## config.mk

```make
export PLATFORM = sky130hd
export DESIGN_NAME = i2c_master_arbiter
export DESIGN_NICKNAME = d
export VERILOG_FILES = /design/src/rtl/i2c_pkg.sv /design/src/rtl/rr_arbiter.sv /design/src/rtl/i2c_master_arbiter.sv
export SDC_FILE = /design/constraint.sdc
export NUM_CORES = 1
export LEC_CHECK = 0
export ABC_AREA = 1
export CAP_MARGIN = 5
export CORE_MARGIN = 2
export CORE_UTILIZATION = 25
export DETAILED_ROUTE_END_ITERATION = 8
export DONT_BUFFER_PORTS = 1
export PLACE_DENSITY_LB_ADDON = 0.05
export REMOVE_ABC_BUFFERS = 1
export SYNTH_ARGS = -nofsm -noshare
export SYNTH_HDL_FRONTEND = slang
export SYNTH_SLANG_ARGS = --single-unit
```

## constraint.sdc

```tcl
create_clock -name clk -period 3.7 [get_ports clk]
set_clock_uncertainty 0.15 [all_clocks]
set_input_delay 0.74 -clock clk [delete_from_list [all_inputs] [get_ports clk]]
set_output_delay 0.74 -clock clk [all_outputs]
set_load 0.005 [all_outputs]
```

## src/rtl/i2c_pkg.sv

```systemverilog
// Shared types and constants for the I2C master arbiter and related shared-bus controllers.
package i2c_pkg;

  localparam int unsigned I2C_ADDR_W = 7;

  typedef enum logic [1:0] {
    IDLE,
    ISSUE,
    BUSY,
    DONE
  } arb_state_t;

  typedef enum logic [1:0] {
    ERR_OK      = 2'b00,
    ERR_NACK    = 2'b01,
    ERR_TIMEOUT = 2'b10
  } rsp_err_t;

endpackage

```

## src/rtl/rr_arbiter.sv

```systemverilog
// Combinational round-robin pick: first set request at or above ptr_i, wrapping around.
module rr_arbiter #(
  parameter int unsigned N    = 2,
  parameter int unsigned PtrW = (N > 1) ? $clog2(N) : 1
) (
  input  logic [N-1:0]    req_i,
  input  logic [PtrW-1:0] ptr_i,
  output logic [N-1:0]    pick_o
);

  logic [PtrW-1:0] idx;

  always_comb begin
    pick_o = '0;
    idx    = '0;
    for (int unsigned i = 0; i < N; i++) begin
      idx = PtrW'((32'(ptr_i) + i) % N);
      if (req_i[idx] && (pick_o == '0)) begin
        pick_o[idx] = 1'b1;
      end
    end
  end

endmodule

```

## src/rtl/i2c_master_arbiter.sv

```systemverilog
// Round-robin sharing of one byte-level I2C master engine, one full transaction per grant.
// Define I2C_ARB_WATCHDOG_EN to add the transaction watchdog that aborts a hung engine.
module i2c_master_arbiter
  import i2c_pkg::*;
#(
  parameter int unsigned NUM_REQ = 2,
  parameter int unsigned LEN_W   = 4,
  parameter int unsigned TO_W    = 20,
  parameter int unsigned TO_CYC  = 500000
) (
  input  logic                          clk,
  input  logic                          rst,
  input  logic [NUM_REQ-1:0]            req_valid,
  output logic [NUM_REQ-1:0]            req_ready,
  input  logic [NUM_REQ*I2C_ADDR_W-1:0] req_addr,
  input  logic [NUM_REQ-1:0]            req_rw,
  input  logic [NUM_REQ*LEN_W-1:0]      req_len,
  output logic [NUM_REQ-1:0]            rsp_done,
  output logic [1:0]                    rsp_err,
  output logic [NUM_REQ-1:0]            grant,
  output logic                          m_cmd_valid,
  input  logic                          m_cmd_ready,
  output logic [I2C_ADDR_W-1:0]         m_cmd_addr,
  output logic                          m_cmd_rw,
  output logic [LEN_W-1:0]              m_cmd_len,
  input  logic                          m_done,
  input  logic                          m_nack,
  output logic                          m_abort,
  output logic                          busy
);

  localparam int unsigned PtrW = (NUM_REQ > 1) ? $clog2(NUM_REQ) : 1;

  arb_state_t             state_q, state_d;
  logic [NUM_REQ-1:0]     grant_q, grant_d;
  logic [PtrW-1:0]        idx_q, idx_d;
  logic [PtrW-1:0]        ptr_q, ptr_d;
  logic [I2C_ADDR_W-1:0]  addr_q, addr_d;
  logic                   rw_q, rw_d;
  logic [LEN_W-1:0]       len_q, len_d;
  rsp_err_t               err_q, err_d;

  logic [NUM_REQ-1:0]     pick;
  logic [PtrW-1:0]        pick_idx;
  logic [I2C_ADDR_W-1:0]  sel_addr;
  logic                   sel_rw;
  logic [LEN_W-1:0]       sel_len;
  logic                   wd_expire;
  logic                   timeout_hit;

  rr_arbiter #(
    .N    (NUM_REQ),
    .PtrW (PtrW)
  ) u_rr_arbiter (
    .req_i  (req_valid),
    .ptr_i  (ptr_q),
    .pick_o (pick)
  );

  // Winner index and its command fields, muxed from the flat request buses.
  always_comb begin
    pick_idx = '0;
    sel_addr = '0;
    sel_rw   = 1'b0;
    sel_len  = '0;
    for (int unsigned i = 0; i < NUM_REQ; i++) begin
      if (pick[i]) begin
        pick_idx = PtrW'(i);
        sel_addr = req_addr[i*I2C_ADDR_W +: I2C_ADDR_W];
        sel_rw   = req_rw[i];
        sel_len  = req_len[i*LEN_W +: LEN_W];
      end
    end
  end

  always_comb begin
    state_d     = state_q;
    grant_d     = grant_q;
    idx_d       = idx_q;
    ptr_d       = ptr_q;
    addr_d      = addr_q;
    rw_d        = rw_q;
    len_d       = len_q;
    err_d       = err_q;
    timeout_hit = 1'b0;
    case (state_q)
      IDLE: begin
        if (|req_valid) begin
          grant_d = pick;
          idx_d   = pick_idx;
          addr_d  = sel_addr;
          rw_d    = sel_rw;
          len_d   = sel_len;
          state_d = ISSUE;
        end
      end
      ISSUE: begin
        // m_done here is an engine protocol violation and is deliberately not looked at.
        if (wd_expire) begin
          state_d     = DONE;
          err_d       = ERR_TIMEOUT;
          timeout_hit = 1'b1;
        end else if (m_cmd_ready) begin
          state_d = BUSY;
        end
      end
      BUSY: begin
        // A real completion beats a simultaneous watchdog expiry.
        if (m_done) begin
          state_d = DONE;
          err_d   = m_nack ? ERR_NACK : ERR_OK;
        end else if (wd_expire) begin
          state_d     = DONE;
          err_d       = ERR_TIMEOUT;
          timeout_hit = 1'b1;
        end
      end
      DONE: begin
        state_d = IDLE;
        grant_d = '0;
        ptr_d   = (idx_q == PtrW'(NUM_REQ - 1)) ? '0 : idx_q + PtrW'(1);
      end
      default: state_d = IDLE;
    endcase
  end

  always_ff @(posedge clk or posedge rst) begin
    if (rst) begin
      state_q <= IDLE;
      grant_q <= '0;
      idx_q   <= '0;
      ptr_q   <= '0;
      addr_q  <= '0;
      rw_q    <= 1'b0;
      len_q   <= '0;
      err_q   <= ERR_OK;
    end else begin
      state_q <= state_d;
      grant_q <= grant_d;
      idx_q   <= idx_d;
      ptr_q   <= ptr_d;
      addr_q  <= addr_d;
      rw_q    <= rw_d;
      len_q   <= len_d;
      err_q   <= err_d;
    end
  end

`ifdef I2C_ARB_WATCHDOG_EN
  logic [TO_W-1:0] wd_q, wd_d;
  logic            abort_q, abort_d;

  assign wd_expire = (state_q inside {ISSUE, BUSY}) && (wd_q == TO_W'(TO_CYC - 1));

  always_comb begin
    wd_d    = '0;
    abort_d = timeout_hit;
    if (state_q inside {ISSUE, BUSY}) begin
      wd_d = wd_q + TO_W'(1);
    end
  end

  always_ff @(posedge clk or posedge rst) begin
    if (rst) begin
      wd_q    <= '0;
      abort_q <= 1'b0;
    end else begin
      wd_q    <= wd_d;
      abort_q <= abort_d;
    end
  end

  assign m_abort = abort_q;
`else
  logic unused_wd_cfg;

  assign wd_expire     = 1'b0;
  assign m_abort       = 1'b0;
  assign unused_wd_cfg = ^{TO_W'(TO_CYC), timeout_hit};
`endif

  assign grant       = grant_q;
  assign busy        = (state_q != IDLE);
  assign m_cmd_valid = (state_q == ISSUE);
  assign m_cmd_addr  = addr_q;
  assign m_cmd_rw    = rw_q;
  assign m_cmd_len   = len_q;
  assign req_ready   = ((state_q == ISSUE) && m_cmd_ready) ? grant_q : '0;
  assign rsp_done    = (state_q == DONE) ? grant_q : '0;
  assign rsp_err     = (state_q == DONE) ? err_q : ERR_OK;

endmodule
```

==> reports/qor.log <==
INFO  finish         layoutNonFillerInstCount=177
INFO  min_path       worst_hold_path_type=flip-flop to flip-flop
INFO  timing         timing_hold_violations_final=0
INFO  finish         diodes=0
INFO  setup_path     critical-path-top-delay-family=adder cells
INFO  floorplan      core_area=4290um^2
INFO  global_route   grt_pass1_vias=917
INFO  cts            cts_setup_buffers=0
INFO  timing         fmax=410MHz
INFO  timing         worst_pin_slew=813ps
INFO  place          numPortBuffers=0
INFO  cts            cts_hold_repair.buffers=0
INFO  finish         nNetsFinal=161
INFO  global_route   grt_overflow_total=0
INFO  setup_path     endpoint_kind=primary output
INFO  place          dp_hpwl=2.11mm
INFO  cts            cts-root-buf=clkbuf_8
INFO  setup_path     worst-endpoint-required=2810ps
INFO  cts            cts.sink_count=19
INFO  place          gp_routability_congestion=0.703
INFO  setup_path     worstSetupPathType=flip-flop to primary output
INFO  floorplan      floorplan.die_area=4970um^2
INFO  place          placedCellCount=173
INFO  setup_path     path_max_fanout=16
INFO  setup_path     cp_slowest_stage_delay=580ps
INFO  timing         fin_hold_ws=322ps
INFO  pwr            power.density=815nW/um^2
INFO  global_route   grt_pass1_wl=4.84mm
INFO  outcome        run_status=complete, no violations
INFO  detailed_routing ant_nets=0
INFO  detailed_routing wl_met1=1.44mm
INFO  setup_path     crit_slowest_cell=ha_1
INFO  global_route   overall_global_routing_usage=12.5%
INFO  pwr            leakage=0.564nW
INFO  setup_path     timing.critical_path.buf_inv=2
INFO  detailed_routing met3WireLength=256um
INFO  detailed_routing wire_length_per_cell=17.3um
INFO  detailed_routing viasPerCell=5.00
INFO  setup_path     reg2regPathDepth=6
INFO  setup_path     r2r-end=m_cmd_len[2]
INFO  timing         count_of_pins_over_their_slew_limit=0
INFO  detailed_routing drc_violation_count_after_routing=0
INFO  cts            cts.clk_slew.worst_paths=80ps
INFO  timing         timing.setup.tns=0ps
INFO  synthesis      synth.avg_cell_area=8.64um^2
INFO  floorplan      initial_cell_density_of_the_core=25.8%
INFO  detailed_routing top_layer=met4
INFO  timing         period_share=66.0%
INFO  floorplan      die_y=70.5um
INFO  timing         maxSlewHeadroom=45.8%
INFO  detailed_routing routed_wl=3.07mm
INFO  min_path       min-delay-start=idx_q
INFO  place          area_after_dpl=1120um^2
INFO  finish         drive_above_1_share=13.6%
INFO  min_path       min_delay_worst_endpoint=ptr_q
INFO  global_route   grt_start_max_net_pins=20
INFO  detailed_routing dr.pass1.iters=4
INFO  detailed_routing detail_route.iter0.violations=38
INFO  global_route   initial_antenna_violation_count=0
INFO  finish         layout.core_utilization=27.1%
INFO  floorplan      io-pin-count=54
INFO  cts            post_cts_resized=0
INFO  timing         grt_setup_unrepaired=no
INFO  synthesis      synth_cell_type_count=21
INFO  cts            max-clock-path-buffers=2
INFO  detailed_routing met2RoutedLength=1.33mm
INFO  timing         final.min_clock_period=2440ps
INFO  synthesis      synthesis.instances=128
INFO  flow_run       maxCapViolCount=0
INFO  finish         fill_count=473
INFO  setup_path     r2r_start=state_q[0]
INFO  synthesis      synth_seq_area_share=43.0%
INFO  cts            cts.htree.levels=1
INFO  setup_path     setup.reg_to_reg.worst_slack=1620ps
INFO  cts            cts_tree=yes
INFO  place          detailedPlace.worstSlack=1460ps
INFO  pwr            p_total=0.949mW
INFO  cts            tritoncts.num_buffers=3
INFO  floorplan      die_width=70.5um
INFO  finish         most-common-layout-cells=nand2_1, nand3_1, dfrtp_1
INFO  setup_path     worstPathArrival=1550ps
INFO  timing         setup_violations=0
INFO  finish         mostFrequentLayoutCell=nand2_1
INFO  timing         final_critical_path_setup_slack=1260ps
INFO  cts            worst_skew_pair.late_latency=260ps
INFO  floorplan      floorplan.rows=24
INFO  min_path       holdPathStages=1
INFO  finish         finalInstanceArea=1160um^2
INFO  finish         layout-area-overhead-vs-synth=5.20%
INFO  synthesis      synth.yosys.warnings=0
INFO  synthesis      netlist_area=1110um^2
INFO  detailed_routing vias=885
INFO  setup_path     cp-start-kind=flip-flop
INFO  synthesis      ys_ff_latch=19
INFO  pwr            ir_worst_vdd=0.184mV
INFO  setup_path     path_cells=inv_1 -> ha_1 -> inv_2
synth_stat cells:
library cell / count / area share [%]
nand2_1: 30 / 10
dfrtp_1: 19 / 43
nand3_1: 19 / 8.6
nand4_1: 13 / 7.4
inv_1: 12 / 4.1
nand3_2: 10 / 9.1
ha_1: 4 / 4.5
buf_2: 3 / 1.4
buf_4: 3 / 2.0
and3_1: 2 / 1.1
o211ai_1: 2 / 1.4
o21ai_0: 2 / 0.91
a21oi_1: 1 / 0.45
buf_8: 1 / 1.4
clkbuf_1: 1 / 0.34
conb_1: 1 / 0.34
inv_2: 1 / 0.34
nor2_2: 1 / 0.57
nor2_8: 1 / 1.8
o21ai_1: 1 / 0.45
o21ai_2: 1 / 0.79
where the power goes:
part / total (mW) / internal [mW] / switching, mW
Combinational: 0.401 / 0.135 / 0.266
Clock: 0.154 / 0.0768 / 0.0774
Sequential: 0.393 / 0.311 / 0.0824
worst register-to-register path: stages (launching register included):
cell     delay, ps
dfrtp_1        420
inv_1          100
ha_1           580
inv_2          200
nor2_8         330
nand3_1        130
nand3_1        120
registers in the layout (all words and copies together), names as in the netlist:
signal,flops
m_cmd_addr,7
m_cmd_len,4
grant,2
state_q,2
err_q,1
idx_q,1
m_cmd_rw,1
ptr_q,1
layer usage:
layer / track usage [%] / vias to the layer above
li1: - / 424
met1: 16.7 / 421
met2: 18.7 / 35
met3: 4.47 / 5
met4: 4.49 / 0
met5: 0 / -
logic make-up after synthesis:
| family | after synthesis | share of synthesized area [%] |
|---|---|---|
| adder cells (fa/ha/maj) | 4 | 4.53 |
| AND/OR/NAND/NOR | 76 | 38.7 |
| AO/OA/AOI/OAI | 7 | 3.96 |
| buffers and inverters | 21 | 9.50 |
| flip-flops | 19 | 43.0 |
| other | 1 | 0.339 |
worst max path at each step:
stage                         to    startpoint  cells after the start
floorplan                   busy    state_q[0]                      3
global route                busy    state_q[0]                      3
finish                      busy    state_q[0]                      3
detailed placement  m_cmd_len[2]  req_valid[0]                      4
CTS                         busy    state_q[0]                      3
global placement    m_cmd_len[2]  req_valid[0]                      4
cell type report:
cell class                      instances  area, um^2  area share, %
Clock buffer                            4        45.0           3.87
Tap cell                               52        65.1           5.59
Sequential cell                        19         475           40.9
Multi-Input combinational cell         89         529           45.5
Inverter                               13        48.8           4.19
(Power assumes the default switching activity.)
